--- config.mk ---
export PLATFORM = sky130hd
export DESIGN_NAME = mantissa_divider
export DESIGN_NICKNAME = d
export VERILOG_FILES = /design/src/rtl/mantissa_pkg.sv /design/src/rtl/mantissa_div_step.sv /design/src/rtl/mantissa_divider.sv
export SDC_FILE = /design/constraint.sdc
export NUM_CORES = 1
export LEC_CHECK = 0
export CORE_MARGIN = 2
export CORE_UTILIZATION = 45
export DETAILED_ROUTE_END_ITERATION = 8
export MAX_ROUTING_LAYER = met4
export PLACE_DENSITY = 0.74
export SLEW_MARGIN = 5
export SYNTH_ARGS = -nofsm -noshare
export SYNTH_HDL_FRONTEND = slang
export SYNTH_SLANG_ARGS = --single-unit
--- constraint.sdc ---
create_clock -name clk -period 2.95 [get_ports clk]
set_clock_uncertainty 0.2 [all_clocks]
set_input_delay 0.59 -clock clk [delete_from_list [all_inputs] [get_ports clk]]
set_output_delay 0.59 -clock clk [all_outputs]
set_load 0.01 [all_outputs]
--- src/rtl/mantissa_pkg.sv ---
// -----------------------------------------------------------------------------
// mantissa_pkg
// Shared definitions for the mantissa divider:
//   - DEFAULT_WIDTH : stored fraction width (implicit leading 1 not counted)
//   - state_t and ST_* : divider FSM state encoding
// No ports; imported by mantissa_divider and mantissa_div_step.
// -----------------------------------------------------------------------------
package mantissa_pkg;

    // Single-precision fraction width.
    localparam int DEFAULT_WIDTH = 23;

    // FSM state encoding. Kept as plain 2-bit constants so the encoding is
    // visible in waveforms and portable to older tool flows.
    typedef logic [1:0] state_t;

    localparam state_t ST_IDLE = 2'd0;
    localparam state_t ST_RUN  = 2'd1;
    localparam state_t ST_DONE = 2'd2;

    // Number of restoring-division iterations for a given fraction width:
    // one integer quotient bit plus WIDTH+1 fraction bits.
    function automatic int div_iterations(input int width);
        return width + 2;
    endfunction

endpackage : mantissa_pkg

--- src/rtl/mantissa_div_step.sv ---
// -----------------------------------------------------------------------------
// mantissa_div_step
// One combinational restoring-division step.
//   rem      in  : current partial remainder R (WIDTH+2 bits)
//   div      in  : divisor D = {0, 1, y}       (WIDTH+2 bits)
//   rem_next out : (R - D) << 1 when R >= D, else R << 1
//   qbit     out : 1 when R >= D
// The caller keeps R < 2*D, so the left shift never loses a set bit.
// -----------------------------------------------------------------------------
module mantissa_div_step
    import mantissa_pkg::*;
#(
    parameter int WIDTH = DEFAULT_WIDTH
) (
    input  logic [WIDTH+1:0] rem,
    input  logic [WIDTH+1:0] div,
    output logic [WIDTH+1:0] rem_next,
    output logic             qbit
);

    logic [WIDTH+1:0] diff;
    logic             ge;

    always_comb begin
        ge   = (rem >= div);
        diff = rem - div;
        qbit = ge;
        // Restore by simply not using the difference when R < D.
        rem_next = ge ? (diff << 1) : (rem << 1);
    end

endmodule : mantissa_div_step

--- src/rtl/mantissa_divider.sv ---
// -----------------------------------------------------------------------------
// mantissa_divider
// Iterative restoring divider for normalized mantissas: computes
// (1.x) / (1.y) one quotient bit per clock, truncating, then normalizes the
// quotient to a 1.f form.
//
// Ports
//   clk          in   rising-edge clock
//   rst          in   synchronous active-high reset
//   in_valid     in   operand pair present
//   in_ready     out  divider idle, can accept operands
//   mantissa_1   in   dividend fraction x (value 1.x)
//   mantissa_2   in   divisor fraction y  (value 1.y)
//   out_valid    out  result present (held until out_ready)
//   out_ready    in   consumer takes the result
//   mantissa_out out  normalized quotient fraction
//   shift        out  2'b01 if quotient >= 1, 2'b00 if quotient < 1
//   inexact      out  discarded quotient bits / remainder nonzero
//
// Timing: operands accepted on the edge where in_valid && in_ready; the
// result appears WIDTH+2 clocks later and stays until out_ready is seen.
// -----------------------------------------------------------------------------
module mantissa_divider
    import mantissa_pkg::*;
#(
    parameter int WIDTH = DEFAULT_WIDTH
) (
    input  logic             clk,
    input  logic             rst,
    input  logic             in_valid,
    output logic             in_ready,
    input  logic [WIDTH-1:0] mantissa_1,
    input  logic [WIDTH-1:0] mantissa_2,
    output logic             out_valid,
    input  logic             out_ready,
    output logic [WIDTH-1:0] mantissa_out,
    output logic [1:0]       shift,
    output logic             inexact
);

    localparam int ITERS = div_iterations(WIDTH);
    localparam int CW    = $clog2(ITERS);
    localparam logic [CW-1:0] LAST_ITER = CW'(ITERS - 1);

    // -------------------------------------------------------------------------
    // State
    // -------------------------------------------------------------------------
    state_t           state_reg;
    state_t           state_next;
    logic [WIDTH+1:0] rem_reg;
    logic [WIDTH+1:0] div_reg;
    logic [WIDTH+1:0] quo_reg;
    logic [CW-1:0]    cnt_reg;
    logic [WIDTH-1:0] mant_reg;
    logic [1:0]       shift_reg;
    logic             inexact_reg;

    // -------------------------------------------------------------------------
    // Datapath
    // -------------------------------------------------------------------------
    logic [WIDTH+1:0] step_rem;
    logic             step_qbit;
    logic [WIDTH+1:0] quo_next;
    logic             last_step;
    logic             accept;

    logic             norm_int;
    logic [WIDTH-1:0] norm_mant;
    logic             norm_inexact;

    mantissa_div_step #(
        .WIDTH (WIDTH)
    ) u_step (
        .rem      (rem_reg),
        .div      (div_reg),
        .rem_next (step_rem),
        .qbit     (step_qbit)
    );

    always_comb begin
        accept    = (state_reg == ST_IDLE) && in_valid;
        last_step = (state_reg == ST_RUN) && (cnt_reg == LAST_ITER);

        // Quotient shifts in from the LSB; after ITERS steps the first bit
        // produced (the integer bit) sits in the MSB.
        quo_next = (quo_reg << 1) | {{(WIDTH+1){1'b0}}, step_qbit};

        // Normalization is evaluated on the final step's values so the
        // registered result is ready the same edge the FSM enters DONE.
        // For a quotient < 1 the next bit down is guaranteed set, so the
        // lower window is already normalized.
        norm_int     = quo_next[WIDTH+1];
        norm_mant    = norm_int ? quo_next[WIDTH:1] : quo_next[WIDTH-1:0];
        // The remainder after the final step is < D, so its shifted copy
        // is nonzero exactly when the unshifted one is.
        norm_inexact = (|step_rem) | (norm_int & quo_next[0]);
    end

    // -------------------------------------------------------------------------
    // FSM next state
    // -------------------------------------------------------------------------
    always_comb begin
        state_next = state_reg;
        case (state_reg)
            ST_IDLE: if (in_valid)  state_next = ST_RUN;
            ST_RUN:  if (last_step) state_next = ST_DONE;
            ST_DONE: if (out_ready) state_next = ST_IDLE;
            default:                state_next = ST_IDLE;
        endcase
    end

    // -------------------------------------------------------------------------
    // Sequential
    // -------------------------------------------------------------------------
    always_ff @(posedge clk) begin
        if (rst) begin
            state_reg   <= ST_IDLE;
            rem_reg     <= '0;
            div_reg     <= '0;
            quo_reg     <= '0;
            cnt_reg     <= '0;
            mant_reg    <= '0;
            shift_reg   <= 2'b00;
            inexact_reg <= 1'b0;
        end else begin
            state_reg <= state_next;

            if (accept) begin
                rem_reg <= {2'b01, mantissa_1};
                div_reg <= {2'b01, mantissa_2};
                quo_reg <= '0;
                cnt_reg <= '0;
            end else if (state_reg == ST_RUN) begin
                rem_reg <= step_rem;
                quo_reg <= quo_next;
                cnt_reg <= cnt_reg + CW'(1);
            end

            // Result registers only change on the final iteration, which
            // keeps them stable for the whole DONE back-pressure window.
            if (last_step) begin
                mant_reg    <= norm_mant;
                shift_reg   <= {1'b0, norm_int};
                inexact_reg <= norm_inexact;
            end
        end
    end

    // -------------------------------------------------------------------------
    // Outputs
    // -------------------------------------------------------------------------
    assign in_ready     = (state_reg == ST_IDLE);
    assign out_valid    = (state_reg == ST_DONE);
    assign mantissa_out = mant_reg;
    assign shift        = shift_reg;
    assign inexact      = inexact_reg;

endmodule : mantissa_divider

==> impl_metrics.json <==
{
  "status": "complete, but fails checks",
  "violations": "negative setup slack",
  "hold_viol_final": 0,
  "drc": 0,
  "detail_route.vias_per_cell": 5.354,
  "cp-end-kind": "register",
  "place_hpwl_microns": 12130,
  "report.final.slew_viol_count": 0,
  "tightest_slew_ns": 0.8408,
  "timing.hold.ws_ns": 0.2571,
  "grtUsageMet2_pct": 42.97,
  "maxCapViolations": 0,
  "ys_seq_elements": 105,
  "dp.cells": 1043,
  "routedWlPerCell_microns": 15.32,
  "crit_family": "compound AO/OA/AOI/OAI gates",
  "cts-hold-fix-buffers": 0,
  "ir_drop_uv": 390.8,
  "fin_crit_ns": 3.328,
  "worstPathArrival_ns": 3.34,
  "fillCellCount": 1106,
  "p_per_area_mw_per_mm2": 731.5,
  "cts_tree": "yes",
  "crit_top_cell": "inv_2",
  "hold_class": "register to register",
  "cpPeakStageDelay_ns": 0.43,
  "finalSetupViolations": 8,
  "dieArea_sq_mm": 0.01370,
  "reg2regPathDepth": 13,
  "worstHoldStart": "div_reg[14]",
  "layout.cells.non_filler": 1066,
  "avgSynthCellArea_sq_um": 7.773,
  "grt_pass1_vias": 5419,
  "synth_area_leaders": "dfxtp_1 (37%), nand2_1 (9.0%), a21oi_1 (7.0%), mux2i_1 (6.3%), ha_1 (5.7%)",
  "grtUsageMet3_pct": 2.935,
  "synth_top_area_share_pct": 36.55,
  "yosys.cell_types.count": 59,
  "largest_reg_flops": 25,
  "cts.reportedPaths.clkPinSlew_ns": 0.08,
  "grt-busiest-layer": "met2",
  "met1_usage_pct": 31.34,
  "slew_headroom_pct": 43.95,
  "p_total_mw": 5.755,
  "yosysWarnings": 0,
  "critPathMaxFanout": 5,
  "overflow": 0,
  "wirelength_microns": 16330,
  "worst_slack_ns": -0.3781,
  "gp_congestion": 0.9289,
  "h-tree-depth": 3,
  "final_nets": 966,
  "diodes": 0,
  "criticalPathCategory": "register to register",
  "crit_buf_inv": 2,
  "port_buffers": 76,
  "dieHeight_microns": 117.1,
  "async_flop_share_pct": 0,
  "coreArea_sq_mm": 0.01257,
  "start_util_pct": 45.76,
  "grt_start_max_net_pins": 76,
  "std_cell_rows": 41,
  "cp_data_required_time_ns": 2.96,
  "vias": 5707,
  "grt_pass1_wl_microns": 26280,
  "pin_count": 78,
  "layout-drive-gt1-share_pct": 19.91,
  "max_freq_ghz": 0.3005,
  "crit_chain": "inv_2 -> ha_4 -> inv_2 -> fa_2 -> a211oi_4 -> o21ai_1 -> a221o_2 -> a31o_4 -> xor2_2 -> or3_1 -> o31ai_2 -> o2111a_1 -> a211oi_1",
  "synth_top_cell_by_area": "dfxtp_1",
  "fin_crit_sh_pct": 112.8,
  "start_kind": "register",
  "crit_slowest_cell": "a221o_2",
  "clock_latency_ns": 0.35,
  "synth_cells": 740,
  "synth_edf_count": 0,
  "r2r_start": "rem_reg[0]",
  "clock-sinks": 105,
  "clk_path_buf_depth": 2,
  "clockRootBuffer": "clkbuf_16",
  "synth_flop_cell": "dfxtp_1",
  "synth.net_count": 817,
  "cp.depth": 13,
  "yosys-top-cells-count": "nand2_1 (138), dfxtp_1 (105), nor2_1 (83), a21oi_1 (81), mux2i_1 (36)",
  "cts_buffers": 9,
  "antenna_found_initial": 0,
  "chipWidth_microns": 117.1,
  "power_leakage_nw": 2.975,
  "synthesis.area_sq_mm": 0.005752,
  "ys_seq_area_share_pct": 36.55,
  "worstSetupStartpoint": "rem_reg[0]",
  "synth.most_common_cell": "nand2_1",
  "drtIter0Drc": 312,
  "grt_usage_pct": 25.17,
  "first_pass_iters": 5,
  "synthToLayoutAreaGrowth_pct": 36.78,
  "rsz0062_at_grt": "true",
  "holdPathStages": 2,
  "ant_nets": 0
}
final timing paths:
path,slack (ns),endpoint
setup / recovery,-0.38,inexact
hold reg to reg,0.26,div_reg[14]
hold / removal,0.26,div_reg[14]
setup reg to reg,-0.38,inexact
power by group:
group	switching [mW]	leakage (nW)	internal (mW)
Sequential	0.0703	0.856	1.50
Combinational	1.48	1.97	1.51
Clock	0.568	0.147	0.626
kinds of logic (layout without fill, tap and decap cells):
group	Yosys count	after routing	share of synthesized area, %
AOI/OAI and AO/OA	191	191	21.67
buffers and inverters	80	234	5.395
other	1	1	0.06520
and+or+nand+nor	276	276	20.36
xor gates and xnor gates	23	23	3.502
DFF	105	105	36.55
adders and majority gates	27	27	6.004
muxes	37	37	6.461
cell type report:
cell class,count,area (sq um),share of cell area [%]
clock buffers,11,252.7,3.212
clock inverters,5,36.28,0.4612
inverters,33,123.9,1.574
multi-input cells,555,3535,44.93
flip-flops and latches,105,2107,26.78
well taps,172,215.2,2.735
repair buffers,185,1598,20.31
metal layers:
metal | up-vias | part of all wire (%) | wire length, microns
met1 | 2670 | 45 | 7276
met5 | - | 0 | 0
li1 | 2871 | - | -
met2 | 145 | 50 | 8176
met3 | 21 | 3.7 | 609
met4 | 0 | 1.7 | 272
worst register-to-register path: stages (launching register included):
cell      delay, ns
dfxtp_2        0.33
inv_2          0.06
ha_4           0.13
inv_2          0.03
fa_2           0.37
a211oi_4       0.23
o21ai_1        0.10
a221o_2        0.43
a31o_4         0.29
xor2_2         0.15
or3_1          0.38
o31ai_2        0.22
o2111a_1       0.20
a211oi_1       0.06
metrics by stage:
step	setup TNS [ns]	utilization (%)	cell area [sq um]	setup slack, ns
3_5_place_dp	-1.838	58.32	7330	-0.4603
6_report	-1.212	62.60	7868	-0.3781
5_1_grt	-3.259	62.60	7868	-0.5111
2_1_floorplan	-0.1547	-	5776	-0.1547
4_1_cts	-1.024	61.20	7692	-0.3567
3_3_place_gp	-1.544	58.32	7330	-0.3805
repair_timing:
item / 4_1_cts / 5_1_grt
pin swaps: 17 / 14
resized for setup: 12 / 32
setup endpoints to repair: 19 / 22
buffers inserted: 4 / 4
cells in the final DEF, fill, tap and decap left out, types with 4 or more instances in the layout:
cell type	netlist	routed
nand2_1	138	138
buf_4	1	105
dfxtp_1	105	101
nor2_1	83	83
a21oi_1	81	76
clkdlybuf4s50_1	0	75
mux2i_1	36	35
inv_1	33	30
a211oi_1	28	26
ha_1	26	24
o21ai_0	17	13
xnor2_1	11	10
xor2_1	12	10
a221oi_1	17	10
nand4_1	9	9
clkbuf_16	0	9
nor3_1	8	8
a21oi_2	2	7
a21o_1	7	7
a221oi_2	0	7
o21ai_1	3	6
nand3_1	8	6
a22oi_1	6	6
o211ai_1	4	4
nor4_1	5	4
dfxtp_2	0	4
Power figures use the tool's default switching activity.
